$ cat config.mk
export PLATFORM = sky130hd
export DESIGN_NAME = reservation_station
export DESIGN_NICKNAME = d
export VERILOG_FILES = /design/src/rtl/rs_pkg.sv /design/src/rtl/rs_entry.sv /design/src/rtl/reservation_station.sv
export SDC_FILE = /design/constraint.sdc
export NUM_CORES = 1
export LEC_CHECK = 0
export BUFFER_PORTS_ARGS = -buffer_cell sky130_fd_sc_hd__clkbuf_2
export CAP_MARGIN = 20
export CORE_MARGIN = 3
export CORE_UTILIZATION = 40
export DETAILED_ROUTE_END_ITERATION = 6
export REMOVE_ABC_BUFFERS = 1
export SYNTH_ARGS = -nofsm -noshare
export SYNTH_HDL_FRONTEND = slang
export SYNTH_SLANG_ARGS = --single-unit
$ cat constraint.sdc
create_clock -name clk -period 3.5 [get_ports clk]
set_input_delay 0.7 -clock clk [delete_from_list [all_inputs] [get_ports clk]]
set_output_delay 0.7 -clock clk [all_outputs]
set_load 0.005 [all_outputs]
$ cat src/rtl/rs_pkg.sv
// rs_pkg: shared types for the reservation station.
// Entry state encoding, the "operand present" tag, and the entry record.
package rs_pkg;
  typedef enum logic [1:0] {FREE, WAIT, READY, EXEC} rs_state_t;
  localparam int TAG_NONE = 0;
  localparam int RS_OP_W = 4;
  localparam int RS_TAG_W = 5;
  localparam int RS_DATA_W = 32;
  typedef struct packed {
    logic [RS_OP_W-1:0]   op;
    logic [RS_TAG_W-1:0]  qj;
    logic [RS_DATA_W-1:0] vj;
    logic [RS_TAG_W-1:0]  qk;
    logic [RS_DATA_W-1:0] vk;
    rs_state_t            state;
  } rs_entry_t;
endpackage

$ cat src/rtl/rs_entry.sv
// rs_entry: one reservation-station slot.
// Holds its operands, snoops the CDB and steps FREE->WAIT/READY->EXEC->FREE.
module rs_entry import rs_pkg::*; #(
  parameter int TAG_W = 5,
  parameter int DATA_W = 32,
  parameter int OP_W = 4,
  parameter logic [TAG_W-1:0] MY_TAG = '0
) (
  input  logic              clk,
  input  logic              rst_n,
  input  logic              alloc,
  input  logic [OP_W-1:0]   issue_op,
  input  logic [TAG_W-1:0]  issue_qj,
  input  logic [TAG_W-1:0]  issue_qk,
  input  logic [DATA_W-1:0] issue_vj,
  input  logic [DATA_W-1:0] issue_vk,
  input  logic              dispatch,
  input  logic              cdb_broadcast,
  input  logic [TAG_W-1:0]  cdb_tag,
  input  logic [DATA_W-1:0] cdb_val,
  output rs_state_t         state,
  output logic [OP_W-1:0]   op,
  output logic [DATA_W-1:0] vj,
  output logic [DATA_W-1:0] vk
);
  logic [TAG_W-1:0] qj, qk;
  logic cdb_hit, hit_j, hit_k, snoop_j, snoop_k;
  assign cdb_hit = cdb_broadcast && cdb_tag != TAG_W'(TAG_NONE);
  assign hit_j = cdb_hit && issue_qj == cdb_tag;
  assign hit_k = cdb_hit && issue_qk == cdb_tag;
  assign snoop_j = cdb_hit && qj == cdb_tag;
  assign snoop_k = cdb_hit && qk == cdb_tag;
  always_ff @(posedge clk or negedge rst_n) begin
    if (!rst_n) begin
      state <= FREE;
      op <= '0;
      qj <= '0;
      qk <= '0;
      vj <= '0;
      vk <= '0;
    end else if (alloc) begin
      op <= issue_op;
      qj <= hit_j ? '0 : issue_qj;
      qk <= hit_k ? '0 : issue_qk;
      vj <= hit_j ? cdb_val : issue_vj;
      vk <= hit_k ? cdb_val : issue_vk;
      state <= ((hit_j || issue_qj == '0) && (hit_k || issue_qk == '0)) ? READY : WAIT;
    end else begin
      case (state)
        WAIT: begin
          if (snoop_j) begin
            qj <= '0;
            vj <= cdb_val;
          end
          if (snoop_k) begin
            qk <= '0;
            vk <= cdb_val;
          end
          if ((snoop_j || qj == '0) && (snoop_k || qk == '0)) state <= READY;
        end
        READY: if (dispatch) state <= EXEC;
        EXEC: if (cdb_hit && cdb_tag == MY_TAG) state <= FREE;
        FREE: ;
      endcase
    end
  end
endmodule

$ cat src/rtl/reservation_station.sv
// reservation_station: Tomasulo station with lowest-free allocation and dispatch select.
// Define RS_AGE_ORDER_EN to dispatch the oldest READY entry instead of the lowest index.
module reservation_station import rs_pkg::*; #(
  parameter int ENTRIES = 4,
  parameter int TAG_W = 5,
  parameter int DATA_W = 32,
  parameter int OP_W = 4,
  parameter int TAG_BASE = 1
) (
  input  logic              clk,
  input  logic              rst_n,
  input  logic              issue_valid,
  output logic              issue_ready,
  input  logic [OP_W-1:0]   issue_op,
  input  logic [TAG_W-1:0]  issue_qj,
  input  logic [TAG_W-1:0]  issue_qk,
  input  logic [DATA_W-1:0] issue_vj,
  input  logic [DATA_W-1:0] issue_vk,
  output logic [TAG_W-1:0]  issue_tag,
  input  logic              cdb_broadcast,
  input  logic [TAG_W-1:0]  cdb_tag,
  input  logic [DATA_W-1:0] cdb_val,
  output logic              ex_valid,
  input  logic              ex_ready,
  output logic [OP_W-1:0]   ex_op,
  output logic [DATA_W-1:0] ex_vj,
  output logic [DATA_W-1:0] ex_vk,
  output logic [TAG_W-1:0]  ex_tag
);
  localparam int IDX_W = $clog2(ENTRIES);
  rs_state_t state [ENTRIES];
  logic [OP_W-1:0] op [ENTRIES];
  logic [DATA_W-1:0] vj [ENTRIES];
  logic [DATA_W-1:0] vk [ENTRIES];
  logic [ENTRIES-1:0] free, ready;
  logic [IDX_W-1:0] alloc_idx, pick_idx, sel, hold_idx;
  logic transfer, fire, hold;
  for (genvar i = 0; i < ENTRIES; i++) begin : g_e
    assign free[i] = state[i] == FREE;
    assign ready[i] = state[i] == READY;
    rs_entry #(.TAG_W(TAG_W), .DATA_W(DATA_W), .OP_W(OP_W), .MY_TAG(TAG_W'(TAG_BASE + i))) u_entry (
      .clk(clk), .rst_n(rst_n),
      .alloc(transfer && alloc_idx == IDX_W'(i)),
      .issue_op(issue_op), .issue_qj(issue_qj), .issue_qk(issue_qk),
      .issue_vj(issue_vj), .issue_vk(issue_vk),
      .dispatch(fire && sel == IDX_W'(i)),
      .cdb_broadcast(cdb_broadcast), .cdb_tag(cdb_tag), .cdb_val(cdb_val),
      .state(state[i]), .op(op[i]), .vj(vj[i]), .vk(vk[i])
    );
  end
  always_comb begin
    alloc_idx = '0;
    for (int i = ENTRIES - 1; i >= 0; i--) if (free[i]) alloc_idx = IDX_W'(i);
  end
`ifdef RS_AGE_ORDER_EN
  // older[i][j] set when entry i was issued before entry j
  logic [ENTRIES-1:0] older [ENTRIES];
  logic blocked;
  always_ff @(posedge clk or negedge rst_n) begin
    if (!rst_n) begin
      for (int i = 0; i < ENTRIES; i++) older[i] <= '0;
    end else if (transfer) begin
      for (int j = 0; j < ENTRIES; j++) begin
        older[alloc_idx][j] <= 1'b0;
        older[j][alloc_idx] <= j != int'(alloc_idx);
      end
    end
  end
  always_comb begin
    pick_idx = '0;
    blocked = 1'b0;
    for (int i = 0; i < ENTRIES; i++) begin
      blocked = 1'b0;
      for (int j = 0; j < ENTRIES; j++) if (ready[j] && older[j][i]) blocked = 1'b1;
      if (ready[i] && !blocked) pick_idx = IDX_W'(i);
    end
  end
`else
  always_comb begin
    pick_idx = '0;
    for (int i = ENTRIES - 1; i >= 0; i--) if (ready[i]) pick_idx = IDX_W'(i);
  end
`endif
  // a stalled offer keeps its entry so ex_* cannot change under the unit
  always_ff @(posedge clk or negedge rst_n) begin
    if (!rst_n) begin
      hold <= 1'b0;
      hold_idx <= '0;
    end else begin
      hold <= ex_valid && !ex_ready;
      hold_idx <= sel;
    end
  end
  assign sel = hold ? hold_idx : pick_idx;
  assign transfer = issue_valid && issue_ready;
  assign fire = ex_valid && ex_ready;
  assign issue_ready = |free;
  assign issue_tag = TAG_W'(TAG_BASE) + TAG_W'(alloc_idx);
  assign ex_valid = |ready;
  assign ex_op = ex_valid ? op[sel] : '0;
  assign ex_vj = ex_valid ? vj[sel] : '0;
  assign ex_vk = ex_valid ? vk[sel] : '0;
  assign ex_tag = ex_valid ? TAG_W'(TAG_BASE) + TAG_W'(sel) : '0;
endmodule

# After elaboration in Yosys (flattened, before gate mapping)
# Cells that the tools add are included.
# W data, S select, Z words.
# word_totals
inputBits	120
output_inout_bits	80
ff_bits	323
wordCells	258
# classes
magnitude_cmp	1
n_reduce_logical	89
bitwise	1
n_mux	95
addsub	2
n_eq_ne	44
# op_table
operator	n
$mux W32	32
$mux W5	26
$bmux W32 S2	2
$mux W2	26
$eq A5 B5 Y1	10
$logic_not A5 Y1	10
$ne A3 B1 Y1 const B	12
$logic_and A1 B1 Y1	31
$eq A2 B2 Y1 const B	12
$pmux W2 S3	4
$reduce_bool A2 Y1	12
$reduce_and A2 Y1	8
$reduce_and A4 Y1	4
$reduce_bool A4 Y1	4
$eq A2 B1 Y1 const B	6
$logic_not A2 Y1	6
$mux W4	3
$eq A5 B2 Y1 const B	2
$logic_or A1 B1 Y1	10
$bmux W4 S2	1
$reduce_or A4 Y1	2
$add A1 B2 Y3 const A	2
$eq A5 B1 Y1 const B	1
$eq A5 B3 Y1 const B	1
5 further kinds	5

# Longest topological paths before layout
# Gate-level depths: netlist of the first run.
# logic_depth
word_depth	11
mapped_depth	10
depth_no_buf	9

# Hierarchy
# From an unflattened synthesis of the first run, not the netlist that was laid out.
# hier_totals
hier_cells	1933
hier_area_um2	18581.6
# by_module_without_submodules
module	cells_each	n_inst	seq_area_each_um2	area_per_inst_um2
rs_entry (g_e[0].u_entry ...)	387	2	2001.9	4013.8
rs_entry (g_e[1].u_entry)	387	1	2001.9	4018.9
rs_entry (g_e[2].u_entry)	394	1	2001.9	4018.9
reservation_station	378	1	75.1	2516.2

# Worst setup path after synthesis of the first run
# No wires, ideal clock.
# synth_timing
path_type	reg-to-output
startpoint	register g_e[1].u_entry.state[0]
endpoint	output port ex_vk[10]
t_arrival_ps	2367
path_stages_with_launch	10
path_buffers	3
t_required_ps	2800
setup_slack_ps	433
path_cell_list	dfrtp_1 > inv_1 > ha_1 > o41a_1 > inv_1 > clkbuf_1 > buf_2 > clkbuf_1 > nand2_1 > a311oi_1
# synth_via
elab_chain_len	9
elab_cells_between_ends	10
cone_classes	eq/ne (1); mux (7); bitwise (1); reduce/logical (1)
# synth_rtl
element	line	rtl
from (decl)	rs_entry.sv:21	output rs_state_t state,
from (signal assigned)	rs_entry.sv:47	state <= ((hit_j || issue_qj == '0) && (hit_k || issue_qk == '0)) ? READY : WAIT;
$eq A2 B2 Y1 (*)	reservation_station.sv:40	assign ready[i] = state[i] == READY;
$mux W2 (2 in a row)	reservation_station.sv:81	for (int i = ENTRIES - 1; i >= 0; i--) if (ready[i]) pick_idx = IDX_W'(i);
$mux W2	reservation_station.sv:94	assign sel = hold ? hold_idx : pick_idx;
$not A2 Y3 (not written as such)	reservation_station.sv:102	assign ex_vk = ex_valid ? vk[sel] : '0;
$bmux W32 S2	reservation_station.sv:102	
$mux W32 (not written as such) (2 in a row)	reservation_station.sv:102	
$mux W32 (*)	reservation_station.sv:102	
to (decl)	reservation_station.sv:27	output logic [DATA_W-1:0] ex_vk,
# Every way passes the cells marked *; elsewhere a longest branch is shown, timed or not. The select of a mux whose other input is x is not followed.

# Worst setup path after layout of the first run
# layout_timing
startpoint	register g_e[1].u_entry.state[1]
endpoint	output port ex_vj[16]
# layout_via
elab_chain_len	9
elab_cells_between_ends	10
cone_classes	eq/ne (1); mux (7); bitwise (1); reduce/logical (1)
# layout_rtl
element	line	rtl
$eq A2 B2 Y1 (*)	reservation_station.sv:40	
$mux W2 (2 in a row)	reservation_station.sv:81	
$mux W2	reservation_station.sv:94	
$not A2 Y3 (not written as such)	reservation_station.sv:101	assign ex_vj = ex_valid ? vj[sel] : '0;
$bmux W32 S2	reservation_station.sv:101	
$mux W32 (not written as such) (2 in a row)	reservation_station.sv:101	
$mux W32 (*)	reservation_station.sv:101	
to (decl)	reservation_station.sv:26	output logic [DATA_W-1:0] ex_vj,
# Marks and branches as above.

==> results.txt, run 1 <==
The synthesized design spends more area on one cell type than any other, namely dfrtp_1. For this run, design rule violations remaining after detail routing come to 0. Excluding fillers, the count of instances in the completed layout stands at 2584. The run gives 103 as the largest net degree at the start of global routing. The slew of the pin with the lowest slew margin came out at 949 ps.

Once routing completed, OpenROAD measured the worst setup slack at 12.2 ps. The via count of the first global-routing pass was 16825; the first-pass GRT wire length was 107000 um. The initialized floorplan defines 78 standard-cell rows. Global routing consumed, over all layers together, 27.9% of the routing resources.

After detailed placement, the total cell area comes to 20100 sq um. For the cell count after synthesis, the log shows 1820. The cell area power density came out at 1130 nW/um^2.

The number of antenna violations at the first check in global routing came out at 6. After detailed routing, the number of vias per cell comes to 6.48. The most used flip-flop cell after synthesis is dfrtp_1. The die is 221 um wide. The number of max-slew violations in the final report came out at 0. The worst setup path is launched from a flip-flop. The run gives 2 as the level count of the clock H-tree. The sequential fraction of the synthesis area is 43.7%, and the share of the clock period used by the worst path after layout is 99.7%.

Detailed routing placed a total of 32900 um of wire on met2. TritonCTS built the clock tree. The endpoint identified for the worst register-to-register timing path is g_e[2].u_entry.state[0]$_DFFE_PN0P_. The wire length on met1 came out at 30300 um. The most critical setup path has its endpoint at ex_vj[16].

Die outline height: 221 um. Averaged over all synthesized cells, the footprint is 10.2 sq um. The worst setup path is of the reg2out kind. For this configuration, the core starts out at a cell density of 40.6%.

Yosys attributes the largest share of cell area to dfrtp_1 44%, o221a_1 7.3%, or3_1 4.3%. The DRC marker count from the first detailed-route iteration is 1781, and the total vias in the final route is 16750. The path class of the tightest hold or removal check is in2async. The highest signal layer in the routed design is met5. After clock tree synthesis, the flow added hold-fix buffers numbering 0. The tools report the source of the worst register-to-register timing path as g_e[1].u_entry.state[1]$_DFFE_PN0P_.

The number of nets with antenna violations after detailed routing came out at 0. Across the run, the number of max-cap violations was 0. The run gives 0 ps as the final total negative setup slack. The flow ran to the end, and the final reports show no timing, DRC or antenna violations.

The maximum vdd drop came out at 0.000568 V. The tools report the source of the critical timing path as g_e[1].u_entry.state[1]$_DFFE_PN0P_. Buffers placed on the I/O ports in this run total 195. The worst setup path is captured at an output pin. The logs give 0 for the number of warning messages in the yosys log and 48900 sq um for the die area. The detailed-routing iteration count for the pre-antenna-repair pass was 5; the routed length per placed instance was 27.5 um.

After detailed routing, the met3 layer carries 5780 um of wire. Global routing finished with a remaining overflow of 0. For the setup clock skew after layout, the log shows 17.2 ps.

The synthesized design contains 323 register bits. Sorting the synthesized cells by how often they occur yields 323 x dfrtp_1, 201 x nand2_1, 136 x clkbuf_1. The largest fanout on the critical path works out to 24. The final wirelength came out at 71200 um. Routability-driven placement finished with a final weighted congestion of 0.860. The number of hold violations in the final report was 0; the area share of the leading cell type in the synthesized netlist was 43.7%.

Setup repair after global routing could not meet its margin everywhere. Setup slack on the worst reg-to-reg path comes out at 480 ps. The share of flip-flops with an asynchronous set or reset is 100%, and the number of buffers created by CTS is 40.

The maximum achievable frequency was 287 MHz. The fraction of layout instances using a drive strength above 1 is 24.3%. Counting I/O delays and the setup requirement, the final critical path takes 3490 ps. In the final design database the tool counted 2094 nets. Timing analysis after detailed placement gives a worst setup slack of -9.74 ps. The post-synthesis cell area came out at 18500 sq um.

The total non-filler cell area in the finished layout came out at 22500 sq um. The area growth from synthesis to layout is 21.8%. The run gives 49.5% as the post-route core utilization. The cell depth of the worst flop-to-flop path came out at 8. Data arrives at the worst endpoint at 2790 ps. The run gives 45600 sq um as the placeable core region. For the half-perimeter wire length after detailed placement, the log shows 38600 um.

The tools report the number of sinks handled by clock tree synthesis as 323. In this run the count of I/O pins placed on the die edge is 200. At the worst endpoint, the required time is 2800 ps.

The worst pin sits at a relative slew slack of 36.8%. Clock tree synthesis selected as its root buffer the cell clkbuf_16. The clock-pin slew of the registers on the worst-case setup and hold paths is 60 ps. Setup violations remaining at the end of the flow were counted as 0. For the number of placed cells counting well taps, the log shows 2467. Library cell with the highest instance count after synthesis: dfrtp_1. In this run the deepest clock path goes through 3 buffers. The standby leakage power was 8.92 nW. Yosys mapped the design onto 62 distinct sky130hd cell types. The source-to-sink clock delay at the later pin of the worst-skew pair is 560 ps, and the number of synthesized flops with an enable pin is 0.
[worst min-delay path by stage]
| stage | from | end | slack, ps |
|---|---|---|---|
| after floorplan | rst_n | g_e[0].u_entry.op[0]$_DFFE_PN0P_ | 400 |
| after global placement | g_e[2].u_entry.op[1]$_DFFE_PN0P_ | g_e[2].u_entry.op[1]$_DFFE_PN0P_ | 450 |
| after detailed placement | g_e[2].u_entry.op[0]$_DFFE_PN0P_ | g_e[2].u_entry.op[0]$_DFFE_PN0P_ | 450 |
| after CTS | rst_n | g_e[1].u_entry.vj[26]$_DFFE_PN0P_ | 220 |
| after global routing | rst_n | g_e[1].u_entry.vj[26]$_DFFE_PN0P_ | 230 |
| final | rst_n | g_e[1].u_entry.vj[26]$_DFFE_PN0P_ | 160 |
[routing by layer]
| metal | vias up | GRT usage (%) |
|---|---|---|
| met4 | 4 | 10.3 |
| met5 | - | 0 |
| met2 | 860 | 44.4 |
| met3 | 147 | 4.76 |
| li1 | 7203 | - |
| met1 | 8536 | 38.5 |
[critical path, cell delays in order (launching register included)]
cell and delay [ps]:
dfrtp_2 430, ha_4 180, o41a_4 590, inv_12 140
buf_12 170, and2_1 150, a211oi_1 50, a311oi_1 330
buf_2 190
[layout make-up]
type                    count  area, sq um
diodes                      4         10.0
clock buffers              63         1240
clock inverters             7         70.1
fillers                  4127        23000
inverters                  15         68.8
multi-input cells        1261         9750
flip-flops and latches    323         8090
well taps                 600          751
repair buffers            310         2550
repair inverters            1         11.3
[layout by cell type, fill, tap and decap left out, drive strengths merged, types with 70 or more instances in the layout]
cell type,instances
dfrtp,323
clkbuf,244
nand2,201
or3,128
o221a,128
buf,126
o21ai,84
mux2i,74
and2,70
[logic make-up (layout without fill, tap and decap cells)]
family	count (synthesis)	in the layout	share of synthesized area (%)
and+or+nand+nor	501	501	14.1
adders and majority gates	22	22	1.49
muxes	79	79	4.58
other	1	8	0.0203
AOI/OAI and AO/OA	604	604	27.4
xor gates and xnor gates	51	51	2.41
buffers and inverters	239	396	6.40
DFF	323	323	43.7
[flip-flops by register name, indices dropped and copies added (netlist names)]
name	cells
g_e.u_entry.state	8
g_e.u_entry.qk	20
g_e.u_entry.vj	128
g_e.u_entry.qj	20
hold	1
g_e.u_entry.vk	128
hold_idx	2
g_e.u_entry.op	16
[where the power goes]
group          switching, mW  internal (mW)
Combinational           7.72           6.76
Sequential              1.15           5.58
Clock                   1.67           2.49
[timing repair]
action	4_1_cts	5_1_grt
cloned	14	1
setup endpoints to repair	69	68
pin swaps	45	17
setup buffers	20	11
resized for setup	95	29
[through the flow]
step | total power, mW | hold WS, ps
after floorplan | 12.7 | 404
after CTS | 25.2 | 218
after global routing | 26.7 | 229
after detailed placement | 18.1 | 455
after global placement | 17.9 | 450
final | 25.4 | 162
Power figures use the tool's default switching activity.
==> run 2, diff against run 1 <==
--- a/config.mk
+++ b/config.mk
@@ -7,7 +7,7 @@
 export LEC_CHECK = 0
 export BUFFER_PORTS_ARGS = -buffer_cell sky130_fd_sc_hd__clkbuf_2
 export CAP_MARGIN = 20
-export CORE_MARGIN = 3
+export CORE_MARGIN = 2
 export CORE_UTILIZATION = 40
 export DETAILED_ROUTE_END_ITERATION = 6
 export REMOVE_ABC_BUFFERS = 1
==> results.txt, run 2 (same netlist as run 1, synthesis figures left out) <==
The maximum vdd drop was 0.000651 V (+15%). Detailed-routing iteration count for the pre-antenna-repair pass: 6 (+1). The count of unresolved DRC violations after routing was 0 (unchanged); the first-pass GRT wire length was 102000 um (-4.1%). TritonCTS built the clock tree.

For the net total in the final layout, the log shows 2089 (-0.24%). In the layout the commonest cells are 321 x dfrtp_1, 193 x nand2_1, 170 x clkbuf_2. The critical path is of the reg2out type. The clock-pin slew of the registers on the worst-case setup and hold paths came out at 60 ps (about the same).

The placeable core region is 45500 sq um (-0.21%). The final reports fail on setup timing. The worst setup path is captured at an output pin. For the source-to-sink clock delay at the later pin of the worst-skew pair, the log shows 570 ps (about the same). Total non-filler cell area in the finished layout: 22500 sq um (-0.28%). The die outline height works out to 219 um (-0.90%). The number of maximum-capacitance constraint violations was 0 (unchanged); the cell depth of the worst flop-to-flop path was 10 (+2). The placed cell area is 20200 sq um (+0.45%), and the final critical-path required period is 3560 ps (+71.9 ps). The logs give 27.7% (-0.22 points) for the global-route usage over all layers and 4199 (+1.7%) for the filler cell count in the final layout. The fraction of layout instances using a drive strength above 1 is 25.4% (+1.1 points). The largest registers in the layout are g_e.u_entry.vj: 128 flops, g_e.u_entry.vk: 128 flops.

Routed length per placed instance: 26.1 um (-5.3%). The cell area power density works out to 1100 nW/um^2 (-2.0%). The signal arrival time at the worst endpoint was 2860 ps (+70 ps). The number of port buffers is 195 (unchanged), and the maximum buffer depth of the clock tree is 3 (unchanged). CTS placed an instance of clkbuf_16 at the clock tree root. The share of the clock period used by the worst path after layout was 102% (+2.1 points); the via count of the first global-routing pass was 16459 (-2.2%). Setup repair after global routing could not meet its margin everywhere. The setup slack of the critical path after layout was -59.7 ps (-71.9 ps). The tools report the number of antenna violations at the first check in global routing as 6 (unchanged). The starting density of the core is 40.7% (+0.087 points), and the slew of the pin with the lowest slew margin is 718 ps (-231 ps).

The tools report the total vias in the final route as 16461 (-1.7%). The per-cell via count in the routed design was 6.39 (-1.5%). The flow ran to the end, but the final reports show violations.

The run gives 0.855 (-0.52%) as the routability congestion estimate. The total setup violations reported at the end of the flow came out at 8 (+8). From synthesis to final layout, the design area changed by 21.4%. For the die area, the log shows 48000 sq um (-1.8%). Number of sinks handled by clock tree synthesis: 323 (unchanged). The total area of multi-input combinational cells came out at 9860 sq um (+1.2%).

The area taken by flip-flops and latches is 8090 sq um (about the same), and the I/O pin count is 200 (unchanged). For the global route total overflow, the log shows 0 (unchanged). The tools report the maximum achievable frequency as 281 MHz (-2.0%).

Class of the tightest hold or removal check: in2async. The largest fanout on the critical path was 39 (+63%). The level count of the clock H-tree was 2 (unchanged); the standby leakage power was 8.89 nW (-0.39%).

The run gives 400 ps (-80 ps) as the slack of the worst reg-to-reg path. The logs give 49.4% (about the same) for the post-route core utilization and 124 (+20%) for the largest net degree at the start of global routing. Worst endpoint required time: 2800 ps (about the same). The run gives 1573 (-12%) as the DRC marker count from the first detailed-route iteration. The setup clock skew after layout came out at 30.9 ps (+13.7 ps). The startpoint type of the worst setup path is a flip-flop.

The relative slew slack is 52.2% (+15 points), and the number of buffers created by CTS is 39 (-2.5%). The tools report the number of max-slew violations in the final report as 0 (unchanged). Leaving out fill and tap cells, the most frequent cell in the layout is dfrtp_1. For the number of hold violations in the final report, the log shows 0 (unchanged). The final wirelength is 67300 um (-5.5%), and the chip width is 219 um (-0.90%). The number of nets with antenna violations after detailed routing was 0 (unchanged).

The cell row count was 78 (unchanged); the half-perimeter wire length after detailed placement was 40100 um (+3.8%).
[run 2: repair_timing]
item                       CTS  global route
hold buffers                 0             0
setup endpoints to repair   68            67
pin swaps                   50            48
resized for setup           62           105
setup buffers               14             6
gates cloned                 8             1
[run 2: worst max-delay path: stages, from the launching register on]
cell and delay (ps):
dfrtp_1 380, inv_2 100, ha_4 150, nor2_4 40, o41a_4 550, buf_4 190, bufbuf_16 310, a211oi_1 300
a311oi_1 80, clkbuf_2 140
[run 2: layer usage]
metal	part of all wire (%)	track usage (%)	vias up
li1	-	-	7195
met1	44	38.4	8402
met2	46	44.5	722
met3	7.0	4.26	136
met4	2.6	8.81	6
met5	0.054	0	-
[run 2: metrics by stage]
stage	hold WS, ps	TNS, ps	power [mW]	setup slack, ps	cells
6_report	17.8	-235	24.8	-59.7	2578
5_1_grt	30.5	-1850	26.3	-106	2575
4_1_cts	13.8	-574	23.9	-47.5	2569
3_5_place_dp	465	0	18.3	147	2479
3_3_place_gp	463	0	18.0	190	2479
2_1_floorplan	404	-329450	12.7	-3890	1599
[run 2: worst paths after layout]
check,from,endpoint
max reg2reg,g_e[3].u_entry.state[0]$_DFFE_PN0P_,g_e[2].u_entry.state[1]$_DFFE_PN0P_
min in group clk,issue_op[1],g_e[1].u_entry.op[1]$_DFFE_PN0P_
min,rst_n,g_e[1].u_entry.vj[15]$_DFFE_PN0P_
min reg2reg,g_e[2].u_entry.op[1]$_DFFE_PN0P_,g_e[2].u_entry.op[1]$_DFFE_PN0P_
max in group asynchronous,rst_n,g_e[2].u_entry.state[0]$_DFFE_PN0P_
max,g_e[3].u_entry.state[0]$_DFFE_PN0P_,ex_vj[31]
[run 2: final cells by class]
cell class | count | area share (%)
repair buffers | 305 | 10.6
clock inverters | 8 | 0.384
multi-input cells | 1261 | 43.9
clock buffers | 60 | 5.41
well taps | 600 | 3.34
repair inverters | 2 | 0.0557
inverters | 15 | 0.306
diodes | 4 | 0.0445
flip-flops and latches | 323 | 36.0
[run 2: where the power goes]
part / switching [mW] / internal, mW / leakage, nW / total [mW]
clock: 1.71 / 2.47 / 0.643 / 4.17
combinational: 7.27 / 6.59 / 4.48 / 13.9
sequential: 1.19 / 5.58 / 3.77 / 6.76
total: 10.2 / 14.6 / 8.89 / 24.8
